<file path="config.mk">
export PLATFORM = sky130hd
export DESIGN_NAME = nibble_add_seq
export DESIGN_NICKNAME = d
export VERILOG_FILES = /design/src/rtl/nibble_add_seq.sv
export SDC_FILE = /design/constraint.sdc
export NUM_CORES = 1
export LEC_CHECK = 0
export BUFFER_PORTS_ARGS = -buffer_cell sky130_fd_sc_hd__clkbuf_2
export CORE_MARGIN = 3
export CORE_UTILIZATION = 56
export CTS_CLUSTER_SIZE = 40
export DETAILED_ROUTE_END_ITERATION = 6
export PLACE_DENSITY = 0.92
export SYNTH_ARGS = -nofsm -noshare
export SYNTH_HDL_FRONTEND = slang
export SYNTH_SLANG_ARGS = --single-unit
</file>
<file path="constraint.sdc">
create_clock -name clk -period 1.9 [get_ports clk]
set_input_delay 0.38 -clock clk [delete_from_list [all_inputs] [get_ports clk]]
set_output_delay 0.38 -clock clk [all_outputs]
set_load 0.02 [all_outputs]
</file>
<file path="src/rtl/nibble_add_seq.sv">
// Multi-precision adder sequencer: one nibble per clock through an external 4-bit adder.
// Optional signed-overflow flag on out_ovf when NIBBLE_ADD_SEQ_OVF_EN is defined.
module nibble_add_seq #(
    parameter int NIBBLES = 4
) (
    input  logic                   clk,
    input  logic                   rst_n,
    input  logic                   in_valid,
    output logic                   in_ready,
    input  logic [4*NIBBLES-1:0]   in_a,
    input  logic [4*NIBBLES-1:0]   in_b,
    input  logic                   in_cin,
    output logic [3:0]             add_a,
    output logic [3:0]             add_b,
    output logic                   add_ci,
    input  logic [3:0]             add_s,
    input  logic                   add_co,
    output logic                   out_valid,
    input  logic                   out_ready,
    output logic [4*NIBBLES-1:0]   out_sum,
    output logic                   out_cout,
`ifdef NIBBLE_ADD_SEQ_OVF_EN
    output logic                   out_ovf,
`endif
    output logic                   busy
);

    localparam int W  = 4 * NIBBLES;
    localparam int IW = (NIBBLES > 1) ? $clog2(NIBBLES) : 1;
    localparam logic [IW-1:0] LAST = IW'(NIBBLES - 1);

    typedef enum logic [1:0] {
        S_IDLE,
        S_RUN,
        S_DONE
    } state_t;

    state_t          r_state;
    state_t          w_next;
    logic [W-1:0]    r_a;
    logic [W-1:0]    r_b;
    logic [W-1:0]    r_sum;
    logic [W-1:0]    w_sum_shift;
    logic [IW-1:0]   r_idx;
    logic            r_carry;
    logic            r_cout;
    logic            w_accept;
    logic            w_run;
    logic            w_last;

    assign w_accept = (r_state == S_IDLE) && in_valid;
    assign w_run    = (r_state == S_RUN);
    assign w_last   = w_run && (r_idx == LAST);
    assign out_sum  = r_sum;
    assign out_cout = r_cout;

    // Sum nibbles enter at the top so nibble 0 ends at the LSB.
    if (NIBBLES == 1) begin : g_one
        assign w_sum_shift = add_s;
    end else begin : g_multi
        assign w_sum_shift = {add_s, r_sum[W-1:4]};
    end

    always_ff @(posedge clk or negedge rst_n) begin
        if (!rst_n) begin
            r_state <= S_IDLE;
        end else begin
            r_state <= w_next;
        end
    end

    always_comb begin
        w_next    = r_state;
        in_ready  = 1'b0;
        busy      = 1'b0;
        out_valid = 1'b0;
        add_a     = 4'h0;
        add_b     = 4'h0;
        add_ci    = 1'b0;
        unique case (r_state)
            S_IDLE: begin
                in_ready = 1'b1;
                if (in_valid) w_next = S_RUN;
            end
            S_RUN: begin
                busy   = 1'b1;
                add_a  = r_a[3:0];
                add_b  = r_b[3:0];
                add_ci = r_carry;
                if (w_last) w_next = S_DONE;
            end
            S_DONE: begin
                out_valid = 1'b1;
                if (out_ready) w_next = S_IDLE;
            end
            default: w_next = S_IDLE;
        endcase
    end

    always_ff @(posedge clk or negedge rst_n) begin
        if (!rst_n) begin
            r_a     <= '0;
            r_b     <= '0;
            r_sum   <= '0;
            r_idx   <= '0;
            r_carry <= 1'b0;
            r_cout  <= 1'b0;
        end else if (w_accept) begin
            r_a     <= in_a;
            r_b     <= in_b;
            r_carry <= in_cin;
            r_idx   <= '0;
        end else if (w_run) begin
            r_sum   <= w_sum_shift;
            r_carry <= add_co;
            r_a     <= r_a >> 4;
            r_b     <= r_b >> 4;
            r_idx   <= r_idx + 1'b1;
            if (w_last) r_cout <= add_co;
        end
    end

`ifdef NIBBLE_ADD_SEQ_OVF_EN
    logic r_ovf;

    assign out_ovf = r_ovf;

    // In the last RUN cycle the operand top nibbles sit at bits [3:0].
    always_ff @(posedge clk or negedge rst_n) begin
        if (!rst_n) begin
            r_ovf <= 1'b0;
        end else if (w_last) begin
            r_ovf <= (r_a[3] == r_b[3]) && (add_s[3] != r_a[3]);
        end else if ((r_state == S_DONE) && out_ready) begin
            r_ovf <= 1'b0;
        end
    end
`endif

endmodule

</file>
**Yosys cells after proc, flatten, opt, wreduce, memory -nomap -nowiden**

Index checks and enable logic that the tools add are counted.

- Memory bits (writable): 0
- Input port bits: 42
- Flip-flop bits (word level): 54
- Memories: 0
- Bits in read-only memories: 0
- Bits in latches: 0

- $add $sub $neg: 1
- Eq/ne operators: 6
- Divide/modulo/power cells: 0
- Magnitude comparators: 0
- Bitwise operators: 1
- Multiplexer cells: 18
- Shifts and indexed selects: 0
- $mul: 0
- Reduce and logical (&&, ||, !) cells: 7

Operators with widths:

| operator | number |
|---|---|
| $mux W16 | 4 |
| $mux W2 | 5 |
| $mux W4 | 2 |
| $mux W1 | 6 |
| $pmux W2 S3 | 1 |
| $reduce_and A3 Y1 | 2 |
| $eq A2 B2 Y1 const B | 2 |
| $ne A2 B2 Y1 const B | 2 |
| $add A2 B1 Y2 const B | 1 |
| $eq A2 B1 Y1 const B | 1 |
| $logic_and A1 B1 Y1 | 2 |
| $logic_not A2 Y1 | 1 |
| $ne A2 B1 Y1 const B | 1 |
| $reduce_and A2 Y1 | 1 |
| $reduce_bool A2 Y1 | 1 |
| $not A1 Y1 | 1 |

**Logic depth before layout (Yosys ltp)**

- Word-level depth: 4
- Gate-level depth with buffers: 5
- Mapped depth without buffers: 3

**Least setup slack after synthesis**

No wires, ideal clock.

- Path kind: flip-flop to output port
- From: register r_state[0]
- To: output add_a[0]
- Slack: 0.358 ns
- Stages on the path, launching flop included: 6
- Required time: 1.520 ns
- Data arrival time: 1.162 ns
- Cells stage by stage: dfrtp_1 buf_6 nor2b_4 buf_6 buf_4 and2_1

- Longest elaborated chain between the ends: 2

Ends and longest elaborated chain:

| item | line | text |
|---|---|---|
| from (decl) | 38 | `state_t r_state;` |
| from (signal assigned) | 68 | `r_state <= w_next;` |
| $eq A2 B1 Y1 | 80 | `unique case (r_state)` |
| $mux W4 | 80 |  |
| to (decl) | 13 | `output logic [3:0] add_a,` |

Every way passes these cells.

**Worst setup path after layout**

- From: register r_state[1]
- To: output out_valid

- Longest elaborated chain between the ends: 2

Ends and longest elaborated chain:

| item | line | text |
|---|---|---|
| $eq A2 B2 Y1 | 80 |  |
| $mux W1 | 80 |  |
| to (decl) | 18 | `output logic out_valid,` |

Every way passes these cells.

==> metrics.md <==
| Metric | Value |
|---|---|
| Cts bufs inserted | `5` |
| CTS max path bufs | `2` |
| Via Count | `1,957` |
| Leakage power total | `1.46 nW` |
| WP data required | `1520 ps` |
| Overflow after GRT | `0` |
| CTS clock-pin slew for the worst setup and hold paths | `90 ps` |
| Post-route ant nets | `0` |
| Detailed placement HPWL | `3810 um` |
| Sequential Power Share | `0.359` |
| IO Port Bufs | `70` |
| RSZ-0062 raised after global routing | `no` |
| Initial antenna violation count | `0` |
| Worst Max-Slew Pin Slew | `842 ps` |
| Register area | `1350 um2` |
| Dpl cell area | `2950 um2` |
| Clock root buffer | `clkbuf_8` |
| Maximum VDD drop | `0.000847 V` |
| Vias in the first global route | `1,921` |
| Initial Utilization | `0.589` |
| 1st-iter DRT viols | `138` |
| Seq/Total Area, Yosys | `0.516` |
| Outcome | `finished clean` |
| Diode count | `0` |
| Critical-path maximum fanout | `53` |
| Worst hold path class | `input port to async pin` |
| Largest net degree at the start of global routing | `54` |
| Fin crit share | `0.956` |
| Rel. slew slack | `0.437` |
| Skew-Pair Late Insertion Delay | `310 ps` |
| Setup violations, final | `0` |
| Post-route cell area | `3090 um2` |
| Startpoint types | `register` |
| Syn_area_per_cell | `11.9 um2` |
| # fillers | `324` |
| IO Pins | `71` |
| Setup Skew | `7.30 ps` |
| Slew Viols, Final | `0` |
| Final net count | `328` |
| Sum Neg Setup Slack | `0 ps` |
| Crit path buf inv count | `3` |
| GP Congestion | `0.764` |
| Critical path class | `register to output pin` |
| Crit path time final | `1820 ps` |
| WL/cell | `16.4 um` |
| Crit path DAT | `1440 ps` |
| Die width | `74.4 um` |
| Endpoints failing hold | `0` |
| Syn-to-layout area delta | `18.1%` |
| Routed wire length | `5530 um` |
| Remaining DRCs | `0` |
| Syn Inst Count | `220` |
| Row Count | `24` |
| Combinational share of power | `0.509` |
| Max stage delay on crit path | `420 ps` |
| Share of cells above drive strength 1 | `0.374` |
| CTS tree | `yes` |
| Most frequent cells in the layout | `70 x clkbuf_2, 52 x dfrtp_1, 27 x inv_1, 24 x nor3b_1, 24 x nor4b_1` |
| Post-Synthesis Net Count | `263` |
| CP max stage cell | `dfrtp_2` |
| Top Family by Delay on Critical Path | `buffers and inverters` |
| CTS H-tree depth | `2` |
| Crit-path cells | `buf_8 > nand2b_1 > inv_1 > clkbuf_2` |
| Vias per cell | `5.79` |
| CTS sink cnt | `54` |
| Switch share | `0.409` |
| Synthesized flop and latch total | `54` |
| Initial DRT Pass Iterations | `4` |
| Most common cell after layout, fill and taps aside | `clkbuf_2` |
| Gr usage total | `0.211` |
| Synth cell types | `25` |
| Multi-input logic area | `1020 um2` |
| Switching power | `2.35 mW` |
| PwrDens | `1860 nW/um2` |
| Core Area | `4440 um2` |
| Total of warnings raised by yosys | `0` |
| Critical Path End Type | `output pin` |
| Synthesized area | `2620 um2` |
| DIE HEIGHT | `74.4 um` |
| # Max-Cap Violations | `0` |
| FMAX | `551 MHz` |
| First-pass GRT wire length | `8990 um` |
| Area of the die | `5530 um2` |
| Cell-internal power | `3.40 mW` |
| Clk pwr share | `0.132` |
## registers in the layout (all words and copies together), names as in the netlist
name and flops:
out_cout 1, out_sum 16, r_a 16, r_b 16, r_carry 1, r_idx 2
r_state 2
## per-layer routing
metal | wire [um] | share of wire | global-route usage | up-vias
met5 | 0 | 0 | 0 | -
met3 | 292 | 0.053 | 0.0405 | 12
met1 | 2270 | 0.41 | 0.277 | 962
li1 | - | - | - | 918
met2 | 2830 | 0.51 | 0.353 | 65
met4 | 131 | 0.024 | 0.0751 | 0
## layout make-up
| cell class | count | area share |
|---|---|---|
| Timing Repair Buffer | 78 | 0.143 |
| Clock buffer | 7 | 0.0247 |
| Inverter | 27 | 0.0328 |
| Multi-Input combinational cell | 119 | 0.330 |
| Tap cell | 52 | 0.0211 |
| Sequential cell | 54 | 0.438 |
| Clock inverter | 1 | 0.00972 |
## Yosys cell counts
cell type / count / area share
nand3b_1: 1 / 0.0029
nor3b_4: 1 / 0.0072
mux2_1: 1 / 0.0043
ha_1: 1 / 0.0048
nand2b_1: 1 / 0.0024
mux2_2: 17 / 0.073
a211oi_1: 23 / 0.066
o21bai_4: 1 / 0.0072
buf_6: 7 / 0.030
a222oi_1: 1 / 0.0038
nor4b_1: 24 / 0.080
a21oi_1: 1 / 0.0019
nor2b_4: 1 / 0.0053
buf_2: 3 / 0.0057
a211oi_2: 1 / 0.0048
inv_1: 27 / 0.039
and2_1: 9 / 0.022
nor3b_1: 24 / 0.069
buf_4: 3 / 0.0086
dfrtp_1: 54 / 0.52
nor2_1: 1 / 0.0014
nor2b_1: 1 / 0.0024
a22o_1: 9 / 0.030
clkbuf_1: 7 / 0.010
o21ai_0: 1 / 0.0019
## worst reg2reg max path: cells and delay by family, from the launching register on
kind	cells	cell delay [ps]
flops	1	450
compound gates	1	410
mux	1	380
buf+inv	1	210
## worst paths after layout
check / startpoint / to / slack [ps] / cells past startpoint
setup / recovery: r_state[1] / out_valid / 80 / 4
hold / removal: rst_n / out_sum[0] / 50 / 1
setup reg to reg: r_state[1] / r_idx[0] / 340 / 3
hold reg to reg: r_a[13] / r_a[13] / 510 / 1
max in group asynchronous: rst_n / r_a[6] / 1270 / 2
min in group clk: in_a[15] / r_a[15] / 280 / 2
## power by group through the flow
stage	registers [mW]	clock network, mW	logic (mW)
floorplan	2.20	0	2.08
global placement	2.04	0	2.74
detailed placement	2.08	0	2.84
CTS	2.06	0.770	2.95
global route	2.14	0.809	3.21
finish	2.07	0.759	2.93
## per-stage QoR
stage / cells / hold WS [ps] / util / total power, mW / setup slack [ps]
after CTS: 338 / 69.5 / 0.694 / 5.78 / 2.29
after detailed placement: 328 / 408 / 0.663 / 4.92 / 156
final: 338 / 51.6 / 0.695 / 5.75 / 84.3
after floorplan: 220 / 84.4 / - / 4.28 / 358
after global routing: 338 / 87.4 / 0.695 / 6.16 / 34.1
after global placement: 328 / 400 / 0.663 / 4.78 / 252
## timing repair
action                     4_1_cts  5_1_grt
setup endpoints to repair       11       10
hold buffers                     0        0
gates cloned                     0        0
resized for setup                1        3
setup buffers                    2        0
## cells by family after synthesis
group                      Yosys count  share of synthesized area
buffers and inverters               47                     0.0933
AOI/OAI and AO/OA                   37                      0.116
and+or+nand+nor                     63                      0.192
muxes                               18                     0.0775
adders and majority gates            1                    0.00478
DFF                                 54                      0.517
Note: power is estimated with default switching activity, not from simulation.
